[config.mk]
export PLATFORM = sky130hd
export DESIGN_NAME = priority_sequencer
export DESIGN_NICKNAME = d
export VERILOG_FILES = /design/src/rtl/pic_pkg.sv /design/src/rtl/priority_resolver.sv /design/src/rtl/priority_sequencer.sv
export SDC_FILE = /design/constraint.sdc
export NUM_CORES = 1
export LEC_CHECK = 0
export CORE_ASPECT_RATIO = 1.4
export CORE_MARGIN = 2
export CORE_UTILIZATION = 50
export CTS_CLUSTER_DIAMETER = 80
export CTS_CLUSTER_SIZE = 24
export DETAILED_ROUTE_END_ITERATION = 7
export PLACE_DENSITY = 0.75
export SKIP_CTS_REPAIR_TIMING = 1
export SYNTH_ARGS = -nofsm -noshare
export SYNTH_HDL_FRONTEND = slang
export SYNTH_SLANG_ARGS = --single-unit
[constraint.sdc]
create_clock -name clk -period 5.6 [get_ports clk]
set_clock_uncertainty 0.05 [all_clocks]
set_input_delay 0.84 -clock clk [delete_from_list [all_inputs] [get_ports clk]]
set_output_delay 0.84 -clock clk [all_outputs]
set_load 0.005 [all_outputs]
[src/rtl/pic_pkg.sv]
// Shared definitions for the 8-level interrupt priority sequencer.
//   seq_state_e      : acknowledge handshake states
//   OCW2_*           : OCW2[7:5] command codes
//   NUM_LEVELS       : number of interrupt levels
//   prio_rank()      : rank of a level for a given lowest-priority pointer (0 = highest)
package pic_pkg;

   localparam int NUM_LEVELS = 8;

   typedef enum logic [1:0] {
      ST_IDLE  = 2'd0,
      ST_ACK1  = 2'd1,
      ST_WAIT2 = 2'd2,
      ST_ACK2  = 2'd3
   } seq_state_e;

   localparam logic [2:0] OCW2_CLR_ROT_AEOI = 3'b000;
   localparam logic [2:0] OCW2_NS_EOI       = 3'b001;
   localparam logic [2:0] OCW2_NOP          = 3'b010;
   localparam logic [2:0] OCW2_SP_EOI       = 3'b011;
   localparam logic [2:0] OCW2_SET_ROT_AEOI = 3'b100;
   localparam logic [2:0] OCW2_ROT_NS_EOI   = 3'b101;
   localparam logic [2:0] OCW2_SET_PRIO     = 3'b110;
   localparam logic [2:0] OCW2_ROT_SP_EOI   = 3'b111;

   // 3-bit wrap gives the modulo-8 distance from the level just above the lowest.
   function automatic logic [2:0] prio_rank(input logic [2:0] level,
                                            input logic [2:0] lowest_ptr);
      return level - lowest_ptr - 3'd1;
   endfunction

endpackage

[src/rtl/priority_resolver.sv]
// Rotating priority resolver: picks the set bit of req with the lowest rank.
//   req        : candidate bits, one per level
//   lowest_ptr : level currently holding the lowest priority
//   valid      : at least one candidate bit set
//   level      : winning level (0 when !valid)
module priority_resolver
   import pic_pkg::*;
(
   input  logic [NUM_LEVELS-1:0] req,
   input  logic [2:0]            lowest_ptr,
   output logic                  valid,
   output logic [2:0]            level
);

   logic [2:0] idx;

   // Walk from the lowest rank to the highest so the last hit wins.
   always_comb begin
      valid = 1'b0;
      level = 3'd0;
      idx   = 3'd0;
      for (int r = NUM_LEVELS - 1; r >= 0; r--) begin
         idx = lowest_ptr + 3'd1 + 3'(r);
         if (req[idx]) begin
            valid = 1'b1;
            level = idx;
         end
      end
   end

endmodule

[src/rtl/priority_sequencer.sv]
// 8259-style interrupt priority sequencer, 8086 vectoring, 8 fixed levels.
//   clk, reset     : clock, synchronous active-high reset
//   IR, IMR        : request lines and mask (1 = masked)
//   vectorBase     : T7..T3 of the vector byte
//   LTIM, AEOI     : level-trigger mode, automatic EOI
//   OCW2,OCW2Write : command byte and its one-cycle strobe
//   INTA           : active-low acknowledge from the CPU
//   INT            : request to CPU
//   dataOut,dataEnable : vector byte and its drive enable
//   IRR, ISR       : request and in-service registers
//
// state    | meaning
// ST_IDLE  | waiting for first INTA falling edge
// ST_ACK1  | first INTA low; level latched, ISR set
// ST_WAIT2 | between the two INTA pulses
// ST_ACK2  | second INTA low; vector driven
module priority_sequencer
   import pic_pkg::*;
(
   input  logic       clk,
   input  logic       reset,
   input  logic [7:0] IR,
   input  logic [7:0] IMR,
   input  logic [4:0] vectorBase,
   input  logic       LTIM,
   input  logic       AEOI,
   input  logic [7:0] OCW2,
   input  logic       OCW2Write,
   input  logic       INTA,
   output logic       INT,
   output logic [7:0] dataOut,
   output logic       dataEnable,
   output logic [7:0] IRR,
   output logic [7:0] ISR
);

   seq_state_e state_q, state_d;
   logic [7:0] irr_q, irr_d, isr_q, isr_d, ir_prev_q, ir_prev_d;
   logic [7:0] data_out_q, data_out_d;
   logic [2:0] lowest_ptr_q, lowest_ptr_d, level_q, level_d;
   logic       rot_aeoi_q, rot_aeoi_d, spurious_q, spurious_d;
   logic       inta_prev_q, inta_prev_d, data_en_q, data_en_d;

   logic [7:0] irr_req, irr_next, set_mask, eoi_clr, aeoi_clr;
   logic       irr_valid, isr_valid, inta_fall, inta_rise;
   logic [2:0] irr_level, isr_level, ocw2_cmd, ocw2_lvl;
   logic       unused_ocw2;

   assign irr_req     = irr_q & ~IMR;
   assign ocw2_cmd    = OCW2[7:5];
   assign ocw2_lvl    = OCW2[2:0];
   assign unused_ocw2 = ^OCW2[4:3];

   priority_resolver u_irr_res (.req(irr_req), .lowest_ptr(lowest_ptr_q),
                                .valid(irr_valid), .level(irr_level));
   priority_resolver u_isr_res (.req(isr_q), .lowest_ptr(lowest_ptr_q),
                                .valid(isr_valid), .level(isr_level));

   // Comparing against the best in-service level is enough: it outranks every other ISR bit.
   assign INT = irr_valid &&
                (!isr_valid || (prio_rank(irr_level, lowest_ptr_q) < prio_rank(isr_level, lowest_ptr_q)));

   assign dataOut    = data_out_q;
   assign dataEnable = data_en_q;
   assign IRR        = irr_q;
   assign ISR        = isr_q;

   always_comb begin
      inta_fall    = inta_prev_q & ~INTA;
      inta_rise    = ~inta_prev_q & INTA;
      state_d      = state_q;
      level_d      = level_q;
      spurious_d   = spurious_q;
      lowest_ptr_d = lowest_ptr_q;
      rot_aeoi_d   = rot_aeoi_q;
      set_mask     = 8'h00;
      eoi_clr      = 8'h00;
      aeoi_clr     = 8'h00;

      case (state_q)
         ST_IDLE: if (inta_fall) begin
            state_d = ST_ACK1;
            if (irr_valid) begin
               level_d    = irr_level;
               spurious_d = 1'b0;
               set_mask   = 8'h01 << irr_level;
            end else begin
               level_d    = 3'd7;
               spurious_d = 1'b1;
            end
         end
         ST_ACK1:  if (inta_rise) state_d = ST_WAIT2;
         ST_WAIT2: if (inta_fall) state_d = ST_ACK2;
         ST_ACK2: if (inta_rise) begin
            state_d = ST_IDLE;
            if (AEOI && !spurious_q) begin
               aeoi_clr = 8'h01 << level_q;
               if (rot_aeoi_q) lowest_ptr_d = level_q;
            end
         end
         default: state_d = ST_IDLE;
      endcase

      // A pointer written by OCW2 overrides a same-cycle AEOI rotation.
      if (OCW2Write) begin
         case (ocw2_cmd)
            OCW2_NS_EOI: if (isr_valid) eoi_clr = 8'h01 << isr_level;
            OCW2_SP_EOI: eoi_clr = 8'h01 << ocw2_lvl;
            OCW2_ROT_NS_EOI: if (isr_valid) begin
               eoi_clr      = 8'h01 << isr_level;
               lowest_ptr_d = isr_level;
            end
            OCW2_ROT_SP_EOI: if (isr_valid) begin
               eoi_clr      = 8'h01 << ocw2_lvl;
               lowest_ptr_d = ocw2_lvl;
            end
            OCW2_SET_PRIO:     lowest_ptr_d = ocw2_lvl;
            OCW2_SET_ROT_AEOI: rot_aeoi_d   = 1'b1;
            OCW2_CLR_ROT_AEOI: rot_aeoi_d   = 1'b0;
            default: ;
         endcase
      end

      // Edge mode holds a request only while the line stays high.
      irr_next    = LTIM ? IR : ((irr_q | (IR & ~ir_prev_q)) & IR);
      irr_d       = irr_next & ~set_mask;
      isr_d       = (isr_q & ~(eoi_clr | aeoi_clr)) | set_mask;
      ir_prev_d   = IR;
      inta_prev_d = INTA;
      data_en_d   = (state_d == ST_ACK2);
      data_out_d  = data_en_d ? {vectorBase, level_d} : 8'h00;
   end

   always_ff @(posedge clk) begin
      if (reset) begin
         state_q      <= ST_IDLE;
         irr_q        <= 8'h00;
         isr_q        <= 8'h00;
         ir_prev_q    <= 8'h00;
         inta_prev_q  <= 1'b1;
         lowest_ptr_q <= 3'd7;
         rot_aeoi_q   <= 1'b0;
         level_q      <= 3'd0;
         spurious_q   <= 1'b0;
         data_out_q   <= 8'h00;
         data_en_q    <= 1'b0;
      end else begin
         state_q      <= state_d;
         irr_q        <= irr_d;
         isr_q        <= isr_d;
         ir_prev_q    <= ir_prev_d;
         inta_prev_q  <= inta_prev_d;
         lowest_ptr_q <= lowest_ptr_d;
         rot_aeoi_q   <= rot_aeoi_d;
         level_q      <= level_d;
         spurious_q   <= spurious_d;
         data_out_q   <= data_out_d;
         data_en_q    <= data_en_d;
      end
   end

endmodule

# Word-level counts from Yosys, hierarchy flattened
# Index checks and enable logic that the tools add are counted.
dict set report word_totals {
  register_bits 44
  latchBits 0
  ramBits 0
  romBits 0
  input_bits 35
  wordCells 168
  n_memories 0
}
dict set report op_classes {
  addsub 12
  n_mul 0
  div 0
  n_lt_le_gt_ge 9
  eq_ne 10
  shifts 4
  n_mux 93
  bitwise 17
  n_reduce_logical 12
}
# cell n
set ops {}
lappend ops {{$mux W8} 10}
lappend ops {{$mux W3} 26}
lappend ops {{$bmux W1 S3} 16}
lappend ops {{$and A8 B8 Y8} 5}
lappend ops {{$mux W1} 33}
lappend ops {{$lt A3 B4 Y1 const B} 8}
lappend ops {{$not A8 Y8} 4}
lappend ops {{$shl A1 B3 Y8 const A} 4}
lappend ops {{$or A8 B8 Y8} 3}
lappend ops {{$pmux W8 S3} 1}
lappend ops {{$add A3 B3 Y3 const B} 4}
lappend ops {{$eq A3 B3 Y1 const B} 4}
lappend ops {{$pmux W3 S3} 1}
lappend ops {{$mux W2} 4}
lappend ops {{$pmux W2 S4} 1}
lappend ops {{$add A3 B1 Y3 const B} 2}
lappend ops {{$add A3 B2 Y3 const B} 2}
lappend ops {{$eq A2 B2 Y1 const B} 3}
lappend ops {{$sub A3 B1 Y3 const B} 2}
lappend ops {{$sub A3 B3 Y3} 2}
lappend ops {{$reduce_and A2 Y1} 2}
lappend ops {{$reduce_or A2 Y1} 2}
lappend ops {{$eq A3 B1 Y1 const B} 1}
lappend ops {{$eq A3 B2 Y1 const B} 1}
lappend ops {{other kinds (11)} 16}

# Longest topological paths before layout
dict set report logic_depth {
  ltp_word 20
  depth_mapped 21
  depth_no_buf 17
}

# Modules after synthesis
# From an unflattened synthesis, not the netlist that was laid out.
dict set report hier_totals {
  hier_cells 426
  hier_area_um2 3960.0
}
# mod instances cells_per_inst area_per_inst_um2
set modules_own_cells {}
lappend modules_own_cells {priority_sequencer 1 230 2158.3}
lappend modules_own_cells {priority_resolver 2 98 900.9}

# Least setup slack after synthesis
# OpenSTA, ideal clock, no wires.
dict set report synth_timing {
  kind {reg-to-output}
  from {register lowest_ptr_q[0]}
  to {output port INT}
  arrival_ns 4.288
  t_required_ns 4.710
  setup_slack_ns 0.422
  stages_incl_launch_ff 20
  cell_sequence {dfxtp_1 > buf_6 > inv_4 > buf_2 > ha_1 > buf_2 > inv_1 > buf_2 > mux4_2 > nor3_1 > nor3_1 > or4b_4 > o21ai_4 > inv_4 > fa_1 > xnor2_1 > xnor2_1 > ha_1 > a21o_1 > a21oi_1}
}
dict set report synth_between {
  elab_chain_cells 17
  elab_cells_between_ends 80
  classes_between {12 x add/sub; 1 x order compare; 64 x mux; 3 x reduce/logical}
}
# item line
set synth_rtl {}
lappend synth_rtl {{start: declaration} priority_sequencer.sv:40} ;# logic [2:0] lowest_ptr_q, lowest_ptr_d, level_q, level_d;
lappend synth_rtl {{start signal: assignment} priority_sequencer.sv:153} ;# lowest_ptr_q <= lowest_ptr_d;
lappend synth_rtl {{$add A3 B1 Y3} priority_resolver.sv:23} ;# idx = lowest_ptr + 3'd1 + 3'(r);
lappend synth_rtl {{$add A3 B3 Y3} priority_resolver.sv:23}
lappend synth_rtl {{$bmux W1 S3} priority_resolver.sv:24} ;# if (req[idx]) begin
lappend synth_rtl {{$mux W1 (implied by the code)} priority_resolver.sv:24}
lappend synth_rtl {{$mux W3 (8 in series)} priority_resolver.sv:24}
lappend synth_rtl {{$sub A3 B3 Y3} pic_pkg.sv:29} ;# return level - lowest_ptr - 3'd1;
lappend synth_rtl {{$sub A3 B1 Y3} pic_pkg.sv:29}
lappend synth_rtl {{$lt A3 B3 Y1} priority_sequencer.sv:61} ;# (!isr_valid || (prio_rank(irr_level, lowest_ptr_q) < prio_rank(isr_level, lowest_ptr_q)));
lappend synth_rtl {{$logic_or A1 B1 Y1} priority_sequencer.sv:61}
lappend synth_rtl {{$logic_and A1 B1 Y1 *} priority_sequencer.sv:60} ;# assign INT = irr_valid &&
lappend synth_rtl {{end: declaration} priority_sequencer.sv:30} ;# output logic INT,
# Every way passes the cells marked *; elsewhere a longest branch is shown, timed or not. The select of a mux whose other input is x is not followed.

# Worst setup path after layout
# Ends and elaborated chain as after synthesis.

==> impl_metrics.tcl <==
set metrics [dict create \
    reg2reg_from "lowest_ptr_q[0]" \
    hold_viol 0 \
    portBuffers 58 \
    grt_pass1_vias 4052 \
    cts_tree "yes" \
    rrSetupSlack_ns 1.80 \
    fill_cells 659 \
    synth_edf_count 0 \
    wl_per_cell_um 19.1 \
    setup_tns_ns 0 \
    start_kind "register" \
    synth-seq-cells 44 \
    post-route-util_pct 68.6 \
    first_iter_violations 331 \
    gr-total-overflow 0 \
    yosys_warnings 0 \
    layout.cell_area.non_filler_mm2 0.00528 \
    die-area_mm2 0.00859 \
    antenna_found_initial 0 \
    avgViaCountPerCell 6.18 \
    required_ns 4.71 \
    min_to "rot_aeoi_q" \
    ios 61 \
    critPathMaxStageDelay_ns 0.53 \
    final_common_cell "buf_4" \
    drt-total-wl_um 12700 \
    rsz0062_at_grt "false" \
    setup_slack_ns 0.141 \
    outcome "finished, final reports clean" \
    min_period_ns 5.46 \
    synth.distinct_cells 81 \
    crit_type "register to output port" \
    dp_hpwl_um 9730 \
    first_pass_iters 5 \
    avgSynthCellArea_um2 8.57 \
    n_antenna_cell 0 \
    layout_common_cells "buf_4 (65), clkdlybuf4s50_1 (49), dfxtp_1 (43)" \
    min_period_over_period_pct 97.5 \
    clockBufferDepth 2 \
    layout.nets 609 \
    die_h_um 109 \
    cp_slowest_cell "or4b_4" \
    insertion_delay_ns 0.31 \
    syn_nets 501 \
    grt_start_max_net_pins 27 \
    area_delta_synth_final_pct 34.5 \
    async_flop_share_pct 0 \
    worst_slew_pin_slew_ns 0.849 \
    hold_depth 2 \
    drv_cap 0 \
    drc 0 \
    place_area_mm2 0.00495 \
    die_w_um 78.9 \
    setup_viol 0 \
    floorplan.core_area_mm2 0.00770 \
    hold_start "rot_aeoi_q" \
    grt_pass1_wl_um 19700 \
    rr_worst_depth 12 \
    htree_num_levels 2 \
    ys_seq_area_share_pct 22.4 \
    r2r-end "ISR[1]" \
    dr_total_vias 4121 \
    cp_max_fo 8 \
    fp-row-count 38 \
    place_ws_ns -0.528 \
    power_density_mw_per_mm2 374 \
    hp-class "register to register" \
    fmax_mhz 183 \
    synthCells 458 \
    cts.sinks 44 \
    grt_use_total_pct 29.0 \
    leakage_nw 2.30 \
    cp_top_family "adder cells" \
    crit_buf_inv 4 \
    mappedNetlistArea_mm2 0.00393 \
    routabilityCongestion 0.918 \
    initial_core_util_pct 51.0 \
    arrival_ns 4.57 \
    irDropWorstVdd_mv 0.321 \
    drive_above_1_share_pct 25.4 \
    cts_buffers 5 \
    clk_pin_slew_worst_paths_ns 0.08 \
    clockRootBuffer "clkbuf_8" \
    ys.flop_type "dfxtp_1" \
    crit_chain "ha_1 > buf_4 > xor3_1 > buf_4 > nand2b_1 > a311oi_2 > nor3_1 > or4b_4 > o21ai_4 > inv_4 > fa_2 > xnor2_2 > xnor2_1 > ha_1 > a21o_1 > a21oi_2 > buf_2" \
    cp-end-kind "output port" \
    relSlewSlack_pct 43.2 \
    antenna_left 0 \
    slew_violations 0 \
]
[flip-flops by register name, summed over array words and instances, names as in the netlist]
register      flops
IRR               8
ISR               8
dataOut           8
ir_prev_q         8
level_q           3
lowest_ptr_q      3
state_q           2
dataEnable        1
inta_prev_q       1
rot_aeoi_q        1
spurious_q        1
[report_power, final]
part	leakage, nW	switching (W)	internal [W]
Clock	0.0548	0.000116	0.000134
Sequential	0.361	0.0000534	0.000340
Combinational	1.88	0.000694	0.000640
[area by class of cell]
cell class / count / area [µm²] / share of cell area, %
repair buffers: 126 / 1120 / 21.2
clock buffers: 5 / 68.8 / 1.30
flip-flops and latches: 44 / 882 / 16.7
inverters: 15 / 61.3 / 1.16
well taps: 100 / 125 / 2.37
multi-input cells: 374 / 2980 / 56.4
clock inverters: 3 / 46.3 / 0.876
[cell usage after synthesis, types with 11 or more instances]
| master | instances | area [µm²] |
|---|---|---|
| a21oi_1 | 21 | 105 |
| dfxtp_1 | 44 | 881 |
| inv_1 | 13 | 48.8 |
| mux2i_1 | 26 | 260 |
| mux4_2 | 15 | 338 |
| nand2_1 | 39 | 146 |
| nand2b_1 | 19 | 119 |
| nand3_1 | 11 | 55.1 |
| nor2_1 | 33 | 124 |
| nor2b_1 | 21 | 131 |
| nor3_1 | 11 | 55.1 |
| o21ai_0 | 15 | 75.1 |
[per-stage QoR]
| stage | std cells | hold slack [ns] | power (W) |
|---|---|---|---|
| floorplan | 458 | 0.382 | 0.00122 |
| global placement | 652 | 0.409 | 0.00162 |
| detailed placement | 652 | 0.417 | 0.00164 |
| CTS | 660 | 0.429 | 0.00190 |
| global route | 667 | 0.457 | 0.00209 |
| finish | 667 | 0.419 | 0.00198 |
[layer usage]
metal  track usage [%]  routed length, µm
met4              14.0                594
met5                 0                  0
met3              3.64                688
met1              34.0               4830
met2              52.1               6620
[logic make-up after synthesis]
group | share of synthesized area [%]
simple gates | 25.9
mux | 18.7
fa+ha+maj | 2.93
xor+xnor | 3.44
compound gates | 21.5
buf+inv | 5.07
flops | 22.4
[worst max path at each step]
stage	from	end	slack, ns	depth (start not counted)
after floorplan	lowest_ptr_q[0]	INT	0.42	19
after global placement	IMR[7]	INT	-0.52	16
after detailed placement	IMR[4]	INT	-0.53	16
after CTS	IMR[4]	INT	-0.53	16
after global routing	lowest_ptr_q[0]	INT	0.007	17
final	lowest_ptr_q[0]	INT	0.14	17
[worst register-to-register path: cells and delay by family (launching register included)]
kind / cells / cell delay (ns)
fa+ha+maj: 1 / 0.40
mux: 1 / 0.38
simple gates: 4 / 1.16
flops: 1 / 0.40
compound gates: 4 / 1.11
buf+inv: 2 / 0.27
No activity file was read; power rests on OpenSTA's default activity.
